===== src/rtl/pipe_pkg.sv =====
// ============================================================================
// Module : pipe_pkg
// Brief  : Shared types and constants for the pipeline hazard controller.
// Rev    : 1.0  initial release
// ============================================================================
`default_nettype none

package pipe_pkg;

   typedef enum logic [1:0] {
      START    = 2'd0,
      RUN      = 2'd1,
      MEM_WAIT = 2'd2,
      ERR      = 2'd3
   } state_t;

   localparam int REG_ZERO = 0;

   typedef struct packed {
      logic en;
      logic flush;
   } stage_ctrl;

   function automatic stage_ctrl mk_stage(input logic en, input logic flush);
      stage_ctrl s;
      s.en    = en;
      s.flush = flush;
      return s;
   endfunction

endpackage

`default_nettype wire


===== src/rtl/pipe_hazard_ctrl_hazard_detect.sv =====
// ============================================================================
// Module : hazard_detect
// Brief  : Combinational load-use hazard term between the EX load and ID reads.
// Rev    : 1.0  initial release
// ============================================================================
`default_nettype none

module hazard_detect
   import pipe_pkg::*;
#(
   parameter int REG_W = 5
) (
   input  logic             ex_mem_read,
   input  logic [REG_W-1:0] ex_rt,
   input  logic [REG_W-1:0] id_rs,
   input  logic [REG_W-1:0] id_rt,
   input  logic             id_uses_rt,
   output logic             lu
);

   logic w_rs_hit;
   logic w_rt_hit;
   logic w_dst_live;

   // A load into $zero never produces a value worth waiting for.
   assign w_dst_live = (ex_rt != REG_W'(REG_ZERO));
   assign w_rs_hit   = (ex_rt == id_rs);
   assign w_rt_hit   = id_uses_rt & (ex_rt == id_rt);
   assign lu         = ex_mem_read & w_dst_live & (w_rs_hit | w_rt_hit);

endmodule

`default_nettype wire


===== src/rtl/pipe_hazard_ctrl.sv =====
// ============================================================================
// Module : pipe_hazard_ctrl
// Brief  : Stall/flush sequencer for the 5-stage pipeline; optional perf
//          counters enabled by PIPE_CTRL_PERF_EN.
// Rev    : 1.0  initial release
// ============================================================================
`default_nettype none

module pipe_hazard_ctrl
   import pipe_pkg::*;
#(
   parameter int MEM_TIMEOUT = 16,
   parameter int REG_W       = 5,
   parameter int CNT_W       = 32
) (
   input  logic             clk,
   input  logic             rst,
   input  logic [REG_W-1:0] id_rs,
   input  logic [REG_W-1:0] id_rt,
   input  logic             id_uses_rt,
   input  logic             ex_mem_read,
   input  logic [REG_W-1:0] ex_rt,
   input  logic             mem_branch,
   input  logic             mem_alu_zero,
   input  logic             mem_read,
   input  logic             mem_write,
   input  logic             dmem_ready,
   output logic             dmem_req,
   output logic             pc_en,
   output logic             pc_sel_branch,
   output logic             ifid_en,
   output logic             idex_en,
   output logic             exmem_en,
   output logic             memwb_en,
   output logic             ifid_flush,
   output logic             idex_flush,
   output logic             exmem_flush,
   output logic             mem_err
`ifdef PIPE_CTRL_PERF_EN
   ,
   output logic [CNT_W-1:0] stall_cycles,
   output logic [CNT_W-1:0] flush_events
`endif
);

   localparam int c_WAIT_W = $clog2(MEM_TIMEOUT + 1);

   if (MEM_TIMEOUT < 2 || CNT_W < 1) begin : g_param_check
      $error("pipe_hazard_ctrl: MEM_TIMEOUT must be >= 2 and CNT_W >= 1");
   end

   state_t              r_state;
   state_t              w_state_nxt;
   logic [c_WAIT_W-1:0] r_wait_cnt;
   logic [c_WAIT_W-1:0] w_wait_nxt;
   logic                r_mem_err;
   logic                w_err_nxt;

   logic      w_mem_acc;
   logic      w_taken;
   logic      w_lu;
   logic      w_advance;

   logic      w_adv_pc_en;
   logic      w_adv_pc_sel;
   logic      w_adv_memwb_en;
   stage_ctrl w_adv_ifid;
   stage_ctrl w_adv_idex;
   stage_ctrl w_adv_exmem;

   logic      w_dmem_req;
   logic      w_pc_en;
   logic      w_pc_sel;
   logic      w_memwb_en;
   stage_ctrl w_ifid;
   stage_ctrl w_idex;
   stage_ctrl w_exmem;

   assign w_mem_acc = mem_read | mem_write;
   assign w_taken   = mem_branch & mem_alu_zero;

   hazard_detect #(
      .REG_W (REG_W)
   ) u_hazard_detect (
      .ex_mem_read (ex_mem_read),
      .ex_rt       (ex_rt),
      .id_rs       (id_rs),
      .id_rt       (id_rt),
      .id_uses_rt  (id_uses_rt),
      .lu          (w_lu)
   );

   // Normal-advance decision shared by RUN and the ready cycle of MEM_WAIT.
   always_comb begin
      w_adv_pc_en    = 1'b1;
      w_adv_pc_sel   = 1'b0;
      w_adv_memwb_en = 1'b1;
      w_adv_ifid     = mk_stage(1'b1, 1'b0);
      w_adv_idex     = mk_stage(1'b1, 1'b0);
      w_adv_exmem    = mk_stage(1'b1, 1'b0);
      if (w_taken) begin
         w_adv_pc_sel = 1'b1;
         w_adv_ifid   = mk_stage(1'b1, 1'b1);
         w_adv_idex   = mk_stage(1'b1, 1'b1);
         w_adv_exmem  = mk_stage(1'b1, 1'b1);
      end else if (w_lu) begin
         w_adv_pc_en = 1'b0;
         w_adv_ifid  = mk_stage(1'b0, 1'b0);
         w_adv_idex  = mk_stage(1'b1, 1'b1);
      end
   end

   always_ff @(posedge clk or posedge rst) begin
      if (rst) begin
         r_state    <= START;
         r_wait_cnt <= '0;
         r_mem_err  <= 1'b0;
      end else begin
         r_state    <= w_state_nxt;
         r_wait_cnt <= w_wait_nxt;
         r_mem_err  <= w_err_nxt;
      end
   end

   always_comb begin
      w_state_nxt = r_state;
      w_wait_nxt  = r_wait_cnt;
      w_err_nxt   = r_mem_err;
      w_advance   = 1'b0;
      w_dmem_req  = 1'b0;
      w_pc_en     = 1'b0;
      w_pc_sel    = 1'b0;
      w_memwb_en  = 1'b0;
      w_ifid      = mk_stage(1'b0, 1'b0);
      w_idex      = mk_stage(1'b0, 1'b0);
      w_exmem     = mk_stage(1'b0, 1'b0);

      if (!rst) begin
         case (r_state)
            START: begin
               w_memwb_en  = 1'b1;
               w_ifid      = mk_stage(1'b1, 1'b1);
               w_idex      = mk_stage(1'b1, 1'b1);
               w_exmem     = mk_stage(1'b1, 1'b1);
               w_state_nxt = RUN;
            end
            RUN: begin
               w_dmem_req = w_mem_acc;
               if (w_mem_acc && !dmem_ready) begin
                  w_state_nxt = MEM_WAIT;
                  w_wait_nxt  = c_WAIT_W'(1);
               end else begin
                  w_advance = 1'b1;
               end
            end
            MEM_WAIT: begin
               w_dmem_req = 1'b1;
               if (dmem_ready) begin
                  w_advance   = 1'b1;
                  w_state_nxt = RUN;
                  w_wait_nxt  = '0;
               end else if (r_wait_cnt == c_WAIT_W'(MEM_TIMEOUT - 1)) begin
                  // The RUN cycle already counted one; this is unanswered cycle MEM_TIMEOUT.
                  w_state_nxt = ERR;
                  w_err_nxt   = 1'b1;
               end else begin
                  w_wait_nxt = r_wait_cnt + c_WAIT_W'(1);
               end
            end
            ERR: begin
               w_state_nxt = ERR;
            end
            default: begin
               w_state_nxt = START;
            end
         endcase

         if (w_advance) begin
            w_pc_en    = w_adv_pc_en;
            w_pc_sel   = w_adv_pc_sel;
            w_memwb_en = w_adv_memwb_en;
            w_ifid     = w_adv_ifid;
            w_idex     = w_adv_idex;
            w_exmem    = w_adv_exmem;
         end
      end
   end

   assign dmem_req      = w_dmem_req;
   assign pc_en         = w_pc_en;
   assign pc_sel_branch = w_pc_sel;
   assign ifid_en       = w_ifid.en;
   assign ifid_flush    = w_ifid.flush;
   assign idex_en       = w_idex.en;
   assign idex_flush    = w_idex.flush;
   assign exmem_en      = w_exmem.en;
   assign exmem_flush   = w_exmem.flush;
   assign memwb_en      = w_memwb_en;
   assign mem_err       = r_mem_err;

`ifdef PIPE_CTRL_PERF_EN
   logic [CNT_W-1:0] r_stall_cycles;
   logic [CNT_W-1:0] r_flush_events;
   logic             w_in_pipe;

   assign w_in_pipe = (r_state == RUN) || (r_state == MEM_WAIT);

   always_ff @(posedge clk or posedge rst) begin
      if (rst) begin
         r_stall_cycles <= '0;
         r_flush_events <= '0;
      end else begin
         if (w_in_pipe && !w_pc_en && (r_stall_cycles != '1)) begin
            r_stall_cycles <= r_stall_cycles + CNT_W'(1);
         end
         if (w_pc_sel && (r_flush_events != '1)) begin
            r_flush_events <= r_flush_events + CNT_W'(1);
         end
      end
   end

   assign stall_cycles = r_stall_cycles;
   assign flush_events = r_flush_events;
`endif

endmodule

`default_nettype wire


===== config.mk =====
export PLATFORM = sky130hd
export DESIGN_NAME = pipe_hazard_ctrl
export DESIGN_NICKNAME = d
export VERILOG_FILES = /design/src/rtl/pipe_pkg.sv /design/src/rtl/pipe_hazard_ctrl_hazard_detect.sv /design/src/rtl/pipe_hazard_ctrl.sv
export SDC_FILE = /design/constraint.sdc
export NUM_CORES = 1
export LEC_CHECK = 0
export ABC_AREA = 1
export CORE_MARGIN = 2
export CORE_UTILIZATION = 43
export DETAILED_ROUTE_END_ITERATION = 10
export PLACE_DENSITY = 0.85
export SLEW_MARGIN = 20
export SYNTH_ARGS = -nofsm -noshare
export SYNTH_HDL_FRONTEND = slang
export SYNTH_SLANG_ARGS = --single-unit

===== constraint.sdc =====
create_clock -name clk -period 4.2 [get_ports clk]
set_input_delay 1.26 -clock clk [delete_from_list [all_inputs] [get_ports clk]]
set_output_delay 1.26 -clock clk [all_outputs]
set_load 0.03 [all_outputs]

== Word-level counts from Yosys, hierarchy flattened ==
Cells that the tools add are included.
W data, S select, Z words.
Operators by class
  add/subtract/negate cells: 1
  equality and inequality tests: 9
  multiplexer cells: 36
  bitwise logic cells: 8
  reductions and logical operators: 8
Operator list (number)
  $mux W2: 12
  $mux W1: 17
  $mux W5: 3
  $eq A5 B5 Y1: 2
  $pmux W5 S2: 1
  $pmux W2 S4: 1
  $reduce_and A4 Y1: 2
  $ne A3 B3 Y1 const B: 2
  $add A5 B1 Y5 const B: 1
  $eq A5 B4 Y1 const B: 1
  $reduce_bool A5 Y1: 1
  $and A1 B1 Y1: 4
  $eq A2 B2 Y1 const B: 2
  $pmux W1 S2: 2
  $reduce_and A3 Y1: 1
  $eq A2 B1 Y1 const B: 1
  $logic_not A2 Y1: 1
  $ne A2 B2 Y1 const B: 1
  $not A1 Y1: 2
  $or A1 B1 Y1: 2
  $reduce_bool A2 Y1: 1
  $logic_and A1 B1 Y1: 1
  $logic_not A1 Y1: 1
Storage, ports and cells
  register bits after elaboration: 8
  bits of input ports: 24
  output and inout port bits: 11
  logic and storage cells: 65

== Depth between registers and ports, before layout ==
  depth after elaboration: 8
  gate-level depth with buffers: 9
  gate-level depth less buffers: 9

== Cells and area by module ==
From an unflattened synthesis, not the netlist that was laid out.
Second synthesis, totals
  cells, all modules: 142
  area total of the unflattened synthesis: 843.3 um^2
Modules (own cells, without submodules)
  pipe_hazard_ctrl: times used 1, cells an instance 90, area an instance 636.9 um^2, seq. area each 200.2 um^2
  hazard_detect: times used 1, cells an instance 52, area an instance 206.4 um^2, seq. area each 0.0 um^2

== Least setup slack after synthesis ==
OpenSTA, ideal clock, no wires.
  path kind: in2out
  start point: input mem_write
  end point: output ifid_flush
  arrival time: 2382 ps
  setup slack: 558 ps
  stages on the path: 8
  cell sequence: nor2_1 > o21ai_2 > nand2_1 > nand2_2 > nand2_2 > nand2_1 > inv_1 > buf_4
Between the ends
  cells in the longest elaborated chain, start to end: 7
RTL lines
  from (decl): RTL line pipe_hazard_ctrl.sv:26  | input logic mem_write,
  $or A1 B1 Y1: RTL line pipe_hazard_ctrl.sv:79  | assign w_mem_acc = mem_read | mem_write;
  $logic_and A1 B1 Y1: RTL line pipe_hazard_ctrl.sv:149  | if (w_mem_acc && !dmem_ready) begin
  $mux W1: RTL line pipe_hazard_ctrl.sv:149
  $pmux W1 S2: RTL line pipe_hazard_ctrl.sv:139  | case (r_state)
  $mux W1: RTL line pipe_hazard_ctrl.sv:138  | if (!rst) begin
  $mux W2: RTL line pipe_hazard_ctrl.sv:178  | if (w_advance) begin
  $mux W2: RTL line pipe_hazard_ctrl.sv:138
  to (decl): RTL line pipe_hazard_ctrl.sv:35  | output logic ifid_flush,
No other way between the ends. The select of a mux whose other input is x is not followed.

== Worst setup path after layout ==
  start point: input rst
  end point: output dmem_req
Between the ends
  cells in the longest elaborated chain, start to end: 1
RTL lines
  from (decl): RTL line pipe_hazard_ctrl.sv:17  | input logic rst,
  $mux W1: RTL line pipe_hazard_ctrl.sv:138
  to (decl): RTL line pipe_hazard_ctrl.sv:28  | output logic dmem_req,
No other way between the ends.

==> run summary <==
Status: completed
WL met3: 157 um
Metal-1 WL: 932 um
CTS tree: done
Top FF cell, synth: dfrtp_1
Yosys cell types: 22
Leakage Power: 0.712 nW
Post-synth top cells: nand2_1 (48), inv_1 (22), nor2_1 (11)
Vias per inst: 4.52
Initial DRC Count: 18
DP HPWL: 1750 um
RR Endpoint: r_wait_cnt[2]$_DFFE_PP0P_
WP data arrival: 2.79 ns
Non-filler cells, final: 200
Reg2reg setup slack: 2.60 ns
Worst clock skew: 0.00481 ns
Top Layer Used: met4
Layout cell share with drive strength beyond 1: 0.150
Setup WS post-layout: 0.148 ns
Post-synthesis sequential area ratio: 0.237
RSZ-0062 raised after global routing: no
Global Route Usage Sum: 0.186
Post-detailed-route count of antenna-violating nets: 0
Reg clk slew, reported paths: 0.05 ns
Synth area leaders: dfrtp_1 (24%), nand2_1 (21%), inv_1 (9.8%)
Crit Path Class: primary input to output pin
Clock Latency Late Sink: 0.25 ns
Initial antenna violation count: 0
Cells after synthesis: 137
Peak fanout along the critical path: 3
Starting Density: 0.443
Fin Setup TNS: 0 ns
Port-buffer cells: 34
Dpl ws: 0.0283 ns
Placer congestion estimate: 0.786
Syn Nets: 167
Die height: 48.3 um
Clk root buf: clkbuf_4
Area leader, netlist: dfrtp_1
Total core area: 1900 um2
Pin count of the biggest net entering global routing: 11
Rel. slew slack: 0.768
Chip Width: 48.3 um
Count leader, synth: nand2_1
First-pass GRT wire length: 3070 um
Metal2 WL: 1010 um
Total gr overflow: 0
Inst Count DP: 197
CTS Hold Buffers Added: 0
Crit path launch type: primary input
Final instance area: 1220 um2
Crit. End Element: output pin
Max VDD drop: 0.000336 V
Post-DP Area: 1190 um2
# clock sinks: 8
Fillers: 169
Worst hold path type: register to register
Final Hold Vio Count: 0
Final setup viols: 0
H-tree Lvls: 1
Cts bufs inserted: 3
Fmax: 247 MHz
Min Tclk post-route: 4.05 ns
Row count: 16
Worst Hold Depth: 1
WHS Endpoint: mem_err$_DFFE_PP0P_
1st-pass router iterations: 4
Reg2reg start: r_wait_cnt[0]$_DFFE_PP0P_
Slew Limit Fails: 0
Critical Path RT: 2.94 ns
Synth warn: 0
Via count: 904
Hold Path Origin: mem_err$_DFFE_PP0P_
P per Cell Area: 476 nW/um2
DRC viols: 0
Yosys reg bits: 8
Number of global-route vias before repair: 828
Worst hold slack: 0.495 ns
Nets: 205
Post-synth ARST share: 1.00
Bufs on Longest Clock Path: 2
Maxcap violations: 0
Num ports: 35
DR WL/cell: 10.5 um
Worst Tran Pin Value: 0.347 ns
Fin crit share: 0.965
Synth top area share: 0.237
Mean post-synth cell area: 6.16 um2
EDFF count, synth: 0
N_diodes: 0
Area delta synth->final: 45.3%
Routed WL: 2100 um
Worst Reg-to-Reg Cells: 8
Die area: 2330 um2
Syn Std Cell Area: 843 um2
power breakdown:
group	leakage [nW]	internal, mW	switching [mW]
registers	0.106	0.0971	0.0200
clock network	0.0138	0.0325	0.0235
logic	0.593	0.153	0.257
sequential cells by signal (all words and copies together), names as in the netlist:
signal and count:
r_wait_cnt 5, mem_err 1, r_state 2
cells by family after synthesis:
logic type / share of synthesized area
AOI/OAI and AO/OA: 0.0949
xor gates and xnor gates: 0.0208
adders and majority gates: 0.0890
buffers and inverters: 0.147
DFF: 0.237
and+or+nand+nor: 0.411
worst max-delay path, stage by stage:
cell and delay [ns]:
clkdlybuf4s50_1 0.47, nor2_1 0.19, nand2_1 0.07, a21oi_1 0.12, clkdlybuf4s50_1 0.69
metal layers:
layer | vias to the layer above | GRT usage
met5 | - | 0
met4 | 0 | 0.0757
met3 | 2 | 0.0148
met2 | 29 | 0.353
met1 | 388 | 0.211
li1 | 485 | -
metrics by stage:
stage,util,power [mW]
detailed placement,0.628,0.532
CTS,0.640,0.592
finish,0.644,0.584
floorplan,-,0.406
global placement,0.628,0.516
global route,0.644,0.634
cell type report:
cell class                      instances  area (um2)  share of cell area
Multi-Input combinational cell         99         519               0.424
Timing Repair Buffer                   36         348               0.284
Sequential cell                         8         200               0.163
Inverter                               27         101              0.0827
Tap cell                               27        33.8              0.0276
Clock buffer                            3        22.5              0.0184
timing repair:
item / CTS / global route
gates resized for setup: 0 / 3
buffers inserted: 0 / 0
setup endpoints to repair: 0 / 3
cells in the final DEF (no fill, tap or decap):
cell / synthesis / final
buf_4: 3 / 8
o21ai_0: 5 / 5
dfrtp_1: 8 / 8
xnor2_1: 1 / 1
inv_1: 22 / 22
a21oi_1: 3 / 3
ha_1: 6 / 6
nor2_1: 11 / 11
nand2_2: 3 / 3
clkdlybuf4s50_1: 0 / 25
nand3_1: 7 / 7
xor2_1: 1 / 1
nand2_4: 2 / 2
o21ai_1: 3 / 3
nor2_4: 2 / 2
nand3b_1: 1 / 1
dlymetal6s2s_1: 0 / 3
clkbuf_4: 0 / 3
o21ai_2: 1 / 1
a21oi_2: 1 / 1
nand4_1: 2 / 2
nand2_1: 48 / 48
o21bai_1: 1 / 1
inv_2: 5 / 5
nor2_2: 1 / 1
worst max path at each step:
| stage | from | endpoint | slack [ns] | cells after the start |
|---|---|---|---|---|
| after global placement | mem_write | memwb_en | 0.1 | 7 |
| final | rst | dmem_req | 0.15 | 5 |
| after detailed placement | mem_read | exmem_en | 0.03 | 7 |
| after floorplan | mem_write | ifid_flush | 0.56 | 8 |
| after global routing | rst | dmem_req | 0.07 | 5 |
| after CTS | mem_read | exmem_en | 0.03 | 7 |
No activity file was read; power rests on OpenSTA's default activity.
